===== src/rtl/subtractor_serial.sv =====
// Bit-serial unsigned subtractor: a - b - borrow_in, LSB first, one bit per clock,
// behind a start/done handshake with a registered difference and underflow flag.
module subtractor_serial #(
   parameter int unsigned BIT_WIDTH = 4
) (
   input  logic                 clk,
   input  logic                 n_rst,
   input  logic                 start,
   input  logic [BIT_WIDTH-1:0] a,
   input  logic [BIT_WIDTH-1:0] b,
   input  logic                 borrow_in,
   output logic                 busy,
   output logic                 done,
   output logic [BIT_WIDTH-1:0] diff,
   output logic                 underflow
);

   localparam int unsigned CNT_W = ($clog2(BIT_WIDTH) < 1) ? 1 : $clog2(BIT_WIDTH);
   localparam logic [CNT_W-1:0] CNT_LAST = CNT_W'(BIT_WIDTH - 1);

   typedef enum logic [1:0] {
      IDLE = 2'd0,
      RUN  = 2'd1,
      DONE = 2'd2
   } state_t;

   state_t               state_q, state_d;
   logic [CNT_W-1:0]     cnt_q, cnt_d;
   logic [BIT_WIDTH-1:0] a_sh_q, a_sh_d;
   logic [BIT_WIDTH-1:0] b_sh_q, b_sh_d;
   logic                 br_q, br_d;
   logic [BIT_WIDTH-1:0] res_q, res_d;
   logic [BIT_WIDTH-1:0] diff_q, diff_d;
   logic                 underflow_q, underflow_d;
   logic                 busy_q, busy_d;
   logic                 done_q, done_d;

   logic                 a_i, b_i, d_bit, br_nxt;
   logic [BIT_WIDTH-1:0] res_shifted;

   // One full-subtractor slice on the current LSBs
   always_comb begin
      a_i         = a_sh_q[0];
      b_i         = b_sh_q[0];
      d_bit       = a_i ^ b_i ^ br_q;
      br_nxt      = (~a_i & b_i) | (~(a_i ^ b_i) & br_q);
      res_shifted = {d_bit, res_q[BIT_WIDTH-1:1]};
   end

   always_comb begin
      state_d     = state_q;
      cnt_d       = cnt_q;
      a_sh_d      = a_sh_q;
      b_sh_d      = b_sh_q;
      br_d        = br_q;
      res_d       = res_q;
      diff_d      = diff_q;
      underflow_d = underflow_q;

      case (state_q)
         IDLE, DONE: begin
            if (start) begin
               a_sh_d  = a;
               b_sh_d  = b;
               br_d    = borrow_in;
               cnt_d   = '0;
               state_d = RUN;
            end else begin
               state_d = IDLE;
            end
         end
         RUN: begin
            a_sh_d = a_sh_q >> 1;
            b_sh_d = b_sh_q >> 1;
            br_d   = br_nxt;
            res_d  = res_shifted;
            if (cnt_q == CNT_LAST) begin
               diff_d      = res_shifted;
               underflow_d = br_nxt;
               state_d     = DONE;
            end else begin
               cnt_d = cnt_q + CNT_W'(1);
            end
         end
         default: state_d = IDLE;
      endcase

      // Flags are registered copies of the next state
      busy_d = (state_d == RUN);
      done_d = (state_d == DONE);
   end

   always_ff @(posedge clk or negedge n_rst) begin
      if (!n_rst) begin
         state_q     <= IDLE;
         cnt_q       <= '0;
         a_sh_q      <= '0;
         b_sh_q      <= '0;
         br_q        <= 1'b0;
         res_q       <= '0;
         diff_q      <= '0;
         underflow_q <= 1'b0;
         busy_q      <= 1'b0;
         done_q      <= 1'b0;
      end else begin
         state_q     <= state_d;
         cnt_q       <= cnt_d;
         a_sh_q      <= a_sh_d;
         b_sh_q      <= b_sh_d;
         br_q        <= br_d;
         res_q       <= res_d;
         diff_q      <= diff_d;
         underflow_q <= underflow_d;
         busy_q      <= busy_d;
         done_q      <= done_d;
      end
   end

   assign busy      = busy_q;
   assign done      = done_q;
   assign diff      = diff_q;
   assign underflow = underflow_q;

`ifndef SYNTHESIS
   // Flag X/Z on the handshake and on operands at the accepting edge
   always @(posedge clk) begin
      if (n_rst) begin
         assert (!$isunknown(start))
            else $error("subtractor_serial: start is X/Z");
         if (start && (state_q != RUN)) begin
            assert (!$isunknown({a, b, borrow_in}))
               else $error("subtractor_serial: operands X/Z on accept");
         end
      end
   end
`endif

endmodule

===== config.mk =====
export PLATFORM = sky130hd
export DESIGN_NAME = subtractor_serial
export DESIGN_NICKNAME = d
export VERILOG_FILES = /design/src/rtl/subtractor_serial.sv
export SDC_FILE = /design/constraint.sdc
export NUM_CORES = 1
export LEC_CHECK = 0
export CAP_MARGIN = 20
export CELL_PAD_IN_SITES_DETAIL_PLACEMENT = 1
export CELL_PAD_IN_SITES_GLOBAL_PLACEMENT = 2
export CORE_ASPECT_RATIO = 1.4
export CORE_UTILIZATION = 37
export DETAILED_ROUTE_END_ITERATION = 12
export PLACE_DENSITY_LB_ADDON = 0.1
export SLEW_MARGIN = 20
export SYNTH_ARGS = -nofsm -noshare
export SYNTH_HDL_FRONTEND = slang
export SYNTH_SLANG_ARGS = --single-unit

===== constraint.sdc =====
create_clock -name clk -period 2.7 [get_ports clk]
set_input_delay 0.27 -clock clk [delete_from_list [all_inputs] [get_ports clk]]
set_output_delay 0.27 -clock clk [all_outputs]
set_load 0.01 [all_outputs]

==> impl_metrics.csv, run 1 <==
group,metric,value,unit
clock_network,cts_num_sinks,23,
logic_synthesis,mappedNetlistArea,0.00110,sq mm
routing,avgRoutedWirePerCell,12.8,microns
critical_path,cp-end-kind,"register",
timing,setup_viol,0,
min_path,hold_class,"in -> async",
global_routing,grt_max_degree,26,
timing,tightest_slew,804,ps
global_routing,grt.overflow.total,0,
pwr,peakVddDrop,386,uV
routing,vias,709,
logic_synthesis,synth.area.top_cells,"dfrtp_1 (52%), mux2i_1 (8.2%), mux2_4 (5.5%), mux2_2 (5.1%), a211oi_1 (4.8%)",
clock_network,clock-root-buffer,"clkbuf_8",
place,dp.cells,139,
place,place.gp.congestion,0.698,
place,numPortBuffers,18,
pwr,p_clk_share,13.6,%
timing,period_needed,1650,ps
clock_network,cts_tree,"yes",
critical_path,cp.arrival,1780,ps
layout,area_delta_synth_final,22.0,%
layout,num-nets-final,121,
pwr,p_sw,494,uW
floorplanning,die-area,0.00320,sq mm
flow_run,max-cap-violations,0,
place,dp.final_hpwl,1.31,mm
layout,final_common_cell,"dfrtp_1",
timing,timing.final.hold_violations,0,
pwr,power_frac_comb,41.2,%
layout,instances_no_fill,143,
logic_synthesis,synth_warnings,0,
floorplanning,fp.dieW,48.1,microns
pwr,p_int,1010,uW
layout,layout_common_cells,"dfrtp_1 (23), clkdlybuf4s50_1 (18), mux2i_1 (9)",
logic_synthesis,netlist.area_leader.share,52.3,%
logic_synthesis,syn_avg_cell_area,12.5,sq um
clock_network,cts_setup_buffers,0,
routing,drc,0,
clock_network,ctsResizeCount,0,
timing,max_freq,608,MHz
global_routing,antenna_found_initial,0,
pwr,powerDensity,1120,mW/mm^2
routing,first_pass_iters,2,
timing,tns,0,ps
routing,initialDrtViolationCount,2,
critical_path,critical_path_class,"reg -> reg",
floorplanning,die_h,66.5,microns
critical_path,crit_chain,"or3b_4 > o21ai_2 > mux2i_1",
logic_synthesis,synth_top_area_cell,"dfrtp_1",
pwr,total_power,1500,uW
routing,drt-total-wl,1.83,mm
outcome,status,"complete, no violations",
timing,finalCritPeriodShare,60.9,%
clock_network,cts_buffers,3,
critical_path,crit_path_max_fanout,25,
place,dp_slack,938,ps
pwr,p_sw_share,32.9,%
layout,diodes,0,
critical_path,crit_family,"flip-flops",
global_routing,track_usage,13.7,%
routing,via_per_inst,4.96,
critical_path,slowest_delay,870,ps
floorplanning,io_pins,19,
critical_path,start_kind,"register",
timing,max-slew-margin-rel,46.4,%
clock_network,h-tree-depth,1,
critical_path,crit_required,2840,ps
critical_path,critical-path-slowest-cell,"dfrtp_1",
timing,fin_ws,1050,ps
clock_network,clk_pin_slew,80,ps
floorplanning,initial_utilization,38.6,%
layout,fillers,303,
global_routing,grt_pass1_vias,722,
clock_network,holdBufCountCts,0,
global_routing,grt_pass1_wl,3.15,mm
logic_synthesis,synthCells,88,
timing,hold_slack,372,ps
logic_synthesis,postSynthNetCount,102,
logic_synthesis,ys_ff_latch,23,
timing,rsz0062_at_grt,"false",
floorplanning,std_cell_rows,23,
timing,skew,3.13,ps
clock_network,clk_path_buf_depth,2,
logic_synthesis,ys_seq_area_share,52.3,%
pwr,pwr-share-seq,45.3,%
critical_path,crit_buf_inv,0,
pwr,leakage,0.000593,uW
layout,post_route_cells_drive_above_1_share,15.1,%
routing,postRouteAntennaNets,0,
timing,drv_slew,0,
logic_synthesis,synthDistinctLibCells,22,
clock_network,clock_latency,250,ps
floorplanning,core_area,0.00285,sq mm
[registers in the layout (all words and copies together), names as in the netlist]
name       cells
br_q           1
state_q        2
diff           4
done           1
b_sh_q         4
res_q          3
a_sh_q         4
busy           1
cnt_q          2
underflow      1
[through the flow]
step	cell area, sq um	utilization (%)
5_1_grt	1340	47.1
2_1_floorplan	1100	-
3_3_place_gp	1300	45.5
4_1_cts	1340	47.1
6_report	1340	47.1
3_5_place_dp	1300	45.5
[power groups by stage]
stage / clock network [uW] / logic [uW] / registers [uW]
6_report: 204 / 618 / 680
5_1_grt: 232 / 687 / 709
4_1_cts: 216 / 630 / 686
3_5_place_dp: 0 / 629 / 691
3_3_place_gp: 0 / 601 / 683
2_1_floorplan: 0 / 492 / 620
[synth_stat cells]
| master | count |
|---|---|
| dfrtp_1 | 23 |
| mux2i_1 | 9 |
| a211oi_1 | 7 |
| a21oi_1 | 7 |
| nor2b_1 | 7 |
| inv_1 | 5 |
| mux2_2 | 5 |
| mux2_4 | 4 |
| o21ai_0 | 4 |
| buf_6 | 2 |
| clkbuf_1 | 2 |
| nand3_1 | 2 |
| nor2_1 | 2 |
| a22o_1 | 1 |
| and2b_1 | 1 |
| buf_4 | 1 |
| fa_1 | 1 |
| ha_1 | 1 |
| nand2_1 | 1 |
| nand3b_4 | 1 |
| o21ai_2 | 1 |
| or3b_4 | 1 |
[kinds of logic after synthesis]
group                      synth area share, %
adders and majority gates                 2.96
DFF                                       52.3
AOI/OAI and AO/OA                         11.4
muxes                                     18.8
and+or+nand+nor                           9.44
buffers and inverters                     5.12
[path summary, 6_finish.rpt]
kind                            slack, ps        from  depth (start not counted)        end
worst max-delay path                 1050  state_q[0]                          3   cnt_q[0]
worst min-delay path                  370       n_rst                          2   cnt_q[0]
worst max register to register       1050  state_q[0]                          3   cnt_q[0]
worst min register to register        500   underflow                          2  underflow
max in group asynchronous            2100       n_rst                          2  a_sh_q[0]
min in group clk                      500   underflow                          2  underflow
[cell type report]
class | instances | area, sq um | share of cell area, %
flip-flops and latches | 23 | 576 | 42.9
multi-input cells | 55 | 468 | 34.9
repair buffers | 19 | 188 | 14.0
well taps | 37 | 46.3 | 3.45
clock buffers | 4 | 45.0 | 3.36
inverters | 5 | 18.8 | 1.40
[worst register-to-register path: stages, from the launching register on]
cell	delay (ps)
dfrtp_1	870
or3b_4	480
o21ai_2	70
mux2i_1	100
[routing by layer]
layer | vias up | global-route usage, % | share of wire [%] | wire length [microns]
li1 | 342 | - | - | -
met1 | 351 | 18.4 | 46 | 839
met2 | 14 | 21.8 | 50 | 925
met3 | 2 | 1.63 | 2.8 | 52
met4 | 0 | 5.21 | 0.93 | 17
met5 | - | 0 | 0 | 0
Note: power is estimated with default switching activity, not from simulation.
==> inputs of run 2 (changes only) <==
- CORE_UTILIZATION: 37 -> 34
- clock period: 2.7 -> 1.7 ns (I/O delays scaled with it)
==> run 2 against run 1 <==
  * The run now ends with design-rule violations left
  * Worst setup slack got worse by 760 ps
  * Count of clock-buffer cells in the layout unchanged
  * Combinational power rose by 76%
  * Hold slack got worse by 110 ps
  * Cell area grew 1.9%
  * Clock skew hardly changed
  * Sequential share of layout area decreased by 0.79 points
  * Maximum frequency is 17% higher
  * Critical path type unchanged
  * Critical endpoint is now cnt_q[1]
==> impl_metrics.csv, run 2 (synthesis results as in run 1) <==
group,metric,value,unit
outcome,status,"complete, but fails checks",
outcome,violations,"design-rule violations",
timing,tns,0,ps
floorplanning,die_h,69.3,microns
routing,first_pass_iters,7,
timing,max_freq,709,MHz
clock_network,clk_path_buf_depth,2,
layout,final_common_cell,"dfrtp_1",
critical_path,reg2reg_depth,4,
clock_network,ctsResizeCount,0,
routing,via_per_inst,4.94,
clock_network,holdBufCountCts,0,
clock_network,cts_setup_buffers,0,
flow_run,max-cap-violations,0,
clock_network,cts_buffers,3,
clock_network,cts_tree,"yes",
timing,hold_slack,263,ps
clock_network,h-tree-depth,1,
layout,post-route-util,44.2,%
routing,initialDrtViolationCount,6,
place,dp.final_hpwl,1.39,mm
timing,drv_slew,0,
global_routing,track_usage,12.8,%
pwr,leakage,0.000608,uW
timing,skew,3.36,ps
routing,drc,1,
timing,rsz0062_at_grt,"false",
global_routing,grt_pass1_wl,3.44,mm
timing,finalCritPeriodShare,82.9,%
place,numPortBuffers,18,
layout,fillers,335,
pwr,peakVddDrop,721,uV
layout,seq_area,576,sq um
critical_path,critical-path-slowest-cell,"dfrtp_1",
timing,max-slew-margin-rel,80.0,%
timing,tightest_slew,300,ps
floorplanning,fp.dieW,50.1,microns
critical_path,crit_path_max_fanout,3,
timing,timing.final.hold_violations,0,
clock_network,clock_latency,260,ps
routing,postRouteAntennaNets,0,
global_routing,grt.overflow.total,0,
floorplanning,initial_utilization,35.6,%
pwr,powerDensity,1770,mW/mm^2
critical_path,r2r_slack,290,ps
clock_network,clk_pin_slew,80,ps
timing,setup_viol,0,
critical_path,start_kind,"register",
critical_path,slowest_delay,400,ps
critical_path,cp.arrival,1560,ps
layout,diodes,0,
layout,layout_common_cells,"dfrtp_1 (23), clkdlybuf4s50_1 (18), mux2i_1 (9)",
timing,period_needed,1410,ps
global_routing,grt_pass1_vias,723,
min_path,hold_class,"in -> async",
layout,num-nets-final,124,
critical_path,critical_path_class,"reg -> reg",
critical_path,cp-end-kind,"register",
layout,multi_input_area,468,sq um
clock_network,cts_num_sinks,23,
clock_network,clock-root-buffer,"clkbuf_8",
critical_path,crit_required,1850,ps
global_routing,antenna_found_initial,0,
routing,avgRoutedWirePerCell,13.1,microns
critical_path,crit_chain,"ha_1 > nor2_1 > mux2_2 > a22o_1",
routing,vias,731,
layout,area_delta_synth_final,24.2,%
floorplanning,die-area,0.00347,sq mm
routing,drt-total-wl,1.94,mm
floorplanning,core_area,0.00309,sq mm
floorplanning,io_pins,19,
global_routing,grt_max_degree,24,
floorplanning,std_cell_rows,24,
layout,post_route_cells_drive_above_1_share,17.4,%
place,place.gp.congestion,0.662,
## run 2: cell types whose count changed in the layout (fill, tap and decap cells not counted)
cell	change
buf_4	+3
## run 2: layer usage
layer	vias up	wire, microns	global-route usage [%]
met1	362	892	17.6
met5	-	0	0
met2	16	959	20.0
met4	0	26	4.76
met3	4	56	1.97
li1	349	-	-
## run 2: critical path, delay by kind of cell (launching register included)
family,cells,cell delay (ps)
AO/OA/AOI/OAI,1,180
adder cells (fa/ha/maj),1,260
flip-flops,1,400
multiplexers,1,340
AND/OR/NAND/NOR,1,120
## run 2: path summary, 6_finish.rpt
| check | startpoint | to |
|---|---|---|
| worst max register to register | cnt_q[0] | cnt_q[1] |
| worst min register to register | underflow | underflow |
| worst min-delay path | n_rst | busy |
| worst max-delay path | cnt_q[0] | cnt_q[1] |
| max in group asynchronous | n_rst | b_sh_q[0] |
| min in group clk | underflow | underflow |
## run 2: through the flow
stage	power, uW	instances	worst slack (ps)	instance area (sq um)
3_5_place_dp	2120	144	298	1320
3_3_place_gp	2080	144	346	1320
5_1_grt	2640	148	224	1370
2_1_floorplan	1770	88	370	1100
4_1_cts	2460	148	284	1370
6_report	2420	148	290	1370
## run 2: cell type report
class	count	share of cell area, %
Inverter	5	1.37
Clock buffer	4	3.30
Sequential cell	23	42.1
Multi-Input combinational cell	55	34.2
Timing Repair Buffer	22	15.4
Tap cell	39	3.57
## run 2: power by group
| group | internal, uW | total (uW) | switching (uW) |
|---|---|---|---|
| Clock | 167 | 332 | 165 |
| Combinational | 642 | 1090 | 448 |
| Sequential | 813 | 999 | 185 |
| Total | 1620 | 2420 | 799 |
==> inputs of run 3 (changes only) <==
- clock period: 1.7 -> 1.42 ns (I/O delays scaled with it)
==> run 3 against run 2 <==
  * The run now ends clean
  * Hold slack got worse by 32 ps
  * Largest cell class unchanged
  * Final cell count increased by 2.0%
  * Cell area increased by 3.3%
  * Critical path depth unchanged
  * Highest routed layer unchanged
  * Core utilization increased by 1.5 points
  * Combinational power increased by 30%
  * Critical path type unchanged
  * Global-route usage increased by 0.95 points
==> impl_metrics.csv, run 3 (synthesis results as in run 1) <==
group,metric,value,unit
floorplanning,die-area,0.00347,sq mm
global_routing,grt_pass1_vias,787,
routing,first_pass_iters,2,
place,numPortBuffers,18,
timing,max_freq,740,MHz
routing,drt-total-wl,2.09,mm
layout,post_route_cells_drive_above_1_share,23.2,%
routing,drc,0,
clock_network,h-tree-depth,1,
global_routing,grt_pass1_wl,3.62,mm
floorplanning,die_h,69.3,microns
clock_network,clk_pin_slew,90,ps
clock_network,clk_path_buf_depth,2,
layout,layout_common_cells,"dfrtp_1 (23), clkdlybuf4s50_1 (18), mux2i_1 (9)",
routing,vias,737,
floorplanning,fp.dieW,50.1,microns
pwr,leakage,0.000628,uW
timing,hold_slack,231,ps
place,place.gp.congestion,0.678,
critical_path,critical_path_class,"reg -> reg",
critical_path,crit_path_max_fanout,3,
global_routing,antenna_found_initial,0,
layout,diodes,0,
flow_run,max-cap-violations,0,
routing,via_per_inst,4.88,
outcome,status,"complete, no violations",
timing,max-slew-margin-rel,79.8,%
clock_network,clock_latency,260,ps
critical_path,cp-end-kind,"register",
timing,setup_viol,0,
timing,tns,0,ps
place,dp.cells,146,
clock_network,cts_num_sinks,23,
critical_path,crit_required,1580,ps
layout,area_delta_synth_final,28.3,%
layout,final_common_cell,"dfrtp_1",
critical_path,cp.arrival,1510,ps
timing,rsz0062_at_grt,"false",
pwr,peakVddDrop,671,uV
timing,drv_slew,0,
clock_network,holdBufCountCts,0,
timing,tightest_slew,302,ps
global_routing,grt.overflow.total,0,
clock_network,cts_tree,"yes",
floorplanning,io_pins,19,
clock_network,clock-root-buffer,"clkbuf_8",
timing,period_needed,1350,ps
global_routing,track_usage,13.7,%
timing,finalCritPeriodShare,95.2,%
timing,timing.final.hold_violations,0,
pwr,powerDensity,2140,mW/mm^2
global_routing,grt_max_degree,24,
floorplanning,initial_utilization,35.6,%
place,dp.final_hpwl,1.43,mm
layout,num-nets-final,127,
clock_network,cts_buffers,3,
critical_path,start_kind,"register",
routing,avgRoutedWirePerCell,13.8,microns
floorplanning,core_area,0.00309,sq mm
routing,postRouteAntennaNets,0,
routing,initialDrtViolationCount,8,
floorplanning,std_cell_rows,24,
min_path,hold_class,"in -> async",
timing,skew,7.74,ps
layout,instances_no_fill,151,
==> run 3: cell types whose count changed in the layout (fill, tap and decap cells not counted), sizes merged <==
cell / before / now
clkbuf: 4 / 3
clkinv: 0 / 1
buf: 4 / 7
==> run 3: path summary, 6_finish.rpt <==
| path | start | endpoint | slack (ps) | cells past startpoint |
|---|---|---|---|---|
| min reg2reg | underflow | underflow | 490 | 2 |
| max reg2reg | cnt_q[0] | cnt_q[1] | 70 | 4 |
| max | cnt_q[0] | cnt_q[1] | 70 | 4 |
| min | n_rst | busy | 230 | 2 |
| max in group asynchronous | n_rst | a_sh_q[1] | 950 | 2 |
| min in group clk | underflow | underflow | 490 | 2 |
==> run 3: area by class of cell <==
cell class,count,area (sq um)
clock inverters,1,5.00
multi-input cells,55,477
inverters,5,18.8
repair buffers,25,245
fillers,333,1680
clock buffers,3,41.3
well taps,39,48.8
flip-flops and latches,23,576
==> run 3: layer usage <==
metal / vias to the layer above / part of all wire, % / global-route usage, % / routed length (microns)
li1: 356 / - / - / -
met1: 361 / 45 / 16.4 / 930
met2: 16 / 51 / 23.0 / 1070
met3: 4 / 2.8 / 3.29 / 58
met4: 0 / 1.5 / 5.71 / 31
met5: - / 0 / 0 / 0
==> run 3: power by group <==
| group | total (uW) | internal (uW) | leakage (uW) | switching, uW |
|---|---|---|---|---|
| registers | 1200 | 973 | 0.000278 | 225 |
| logic | 1420 | 837 | 0.000325 | 579 |
| clock network | 403 | 196 | 0.0000255 | 208 |
==> run 3: what timing repair did <==
action	CTS	global route
setup endpoints to repair	0	2
gates resized for setup	0	3
buffers inserted	0	1
hold endpoints to repair	0	0
==> run 3: stage by stage <==
stage	cell area (sq um)	setup WS (ps)	util, %	total power [uW]
after global placement	1350	68.1	43.6	2530
after detailed placement	1350	16.6	43.6	2600
after CTS	1400	9.51	45.1	3020
after global routing	1410	7.38	45.6	3280
final	1410	67.9	45.6	3020
after floorplan	1100	89.9	-	2120
==> run 3: worst max-delay path: stages, from the launching register on <==
cell and delay [ps]:
dfrtp_1 410, ha_2 220, nor2_1 110, mux2_2 340, a22o_1 170
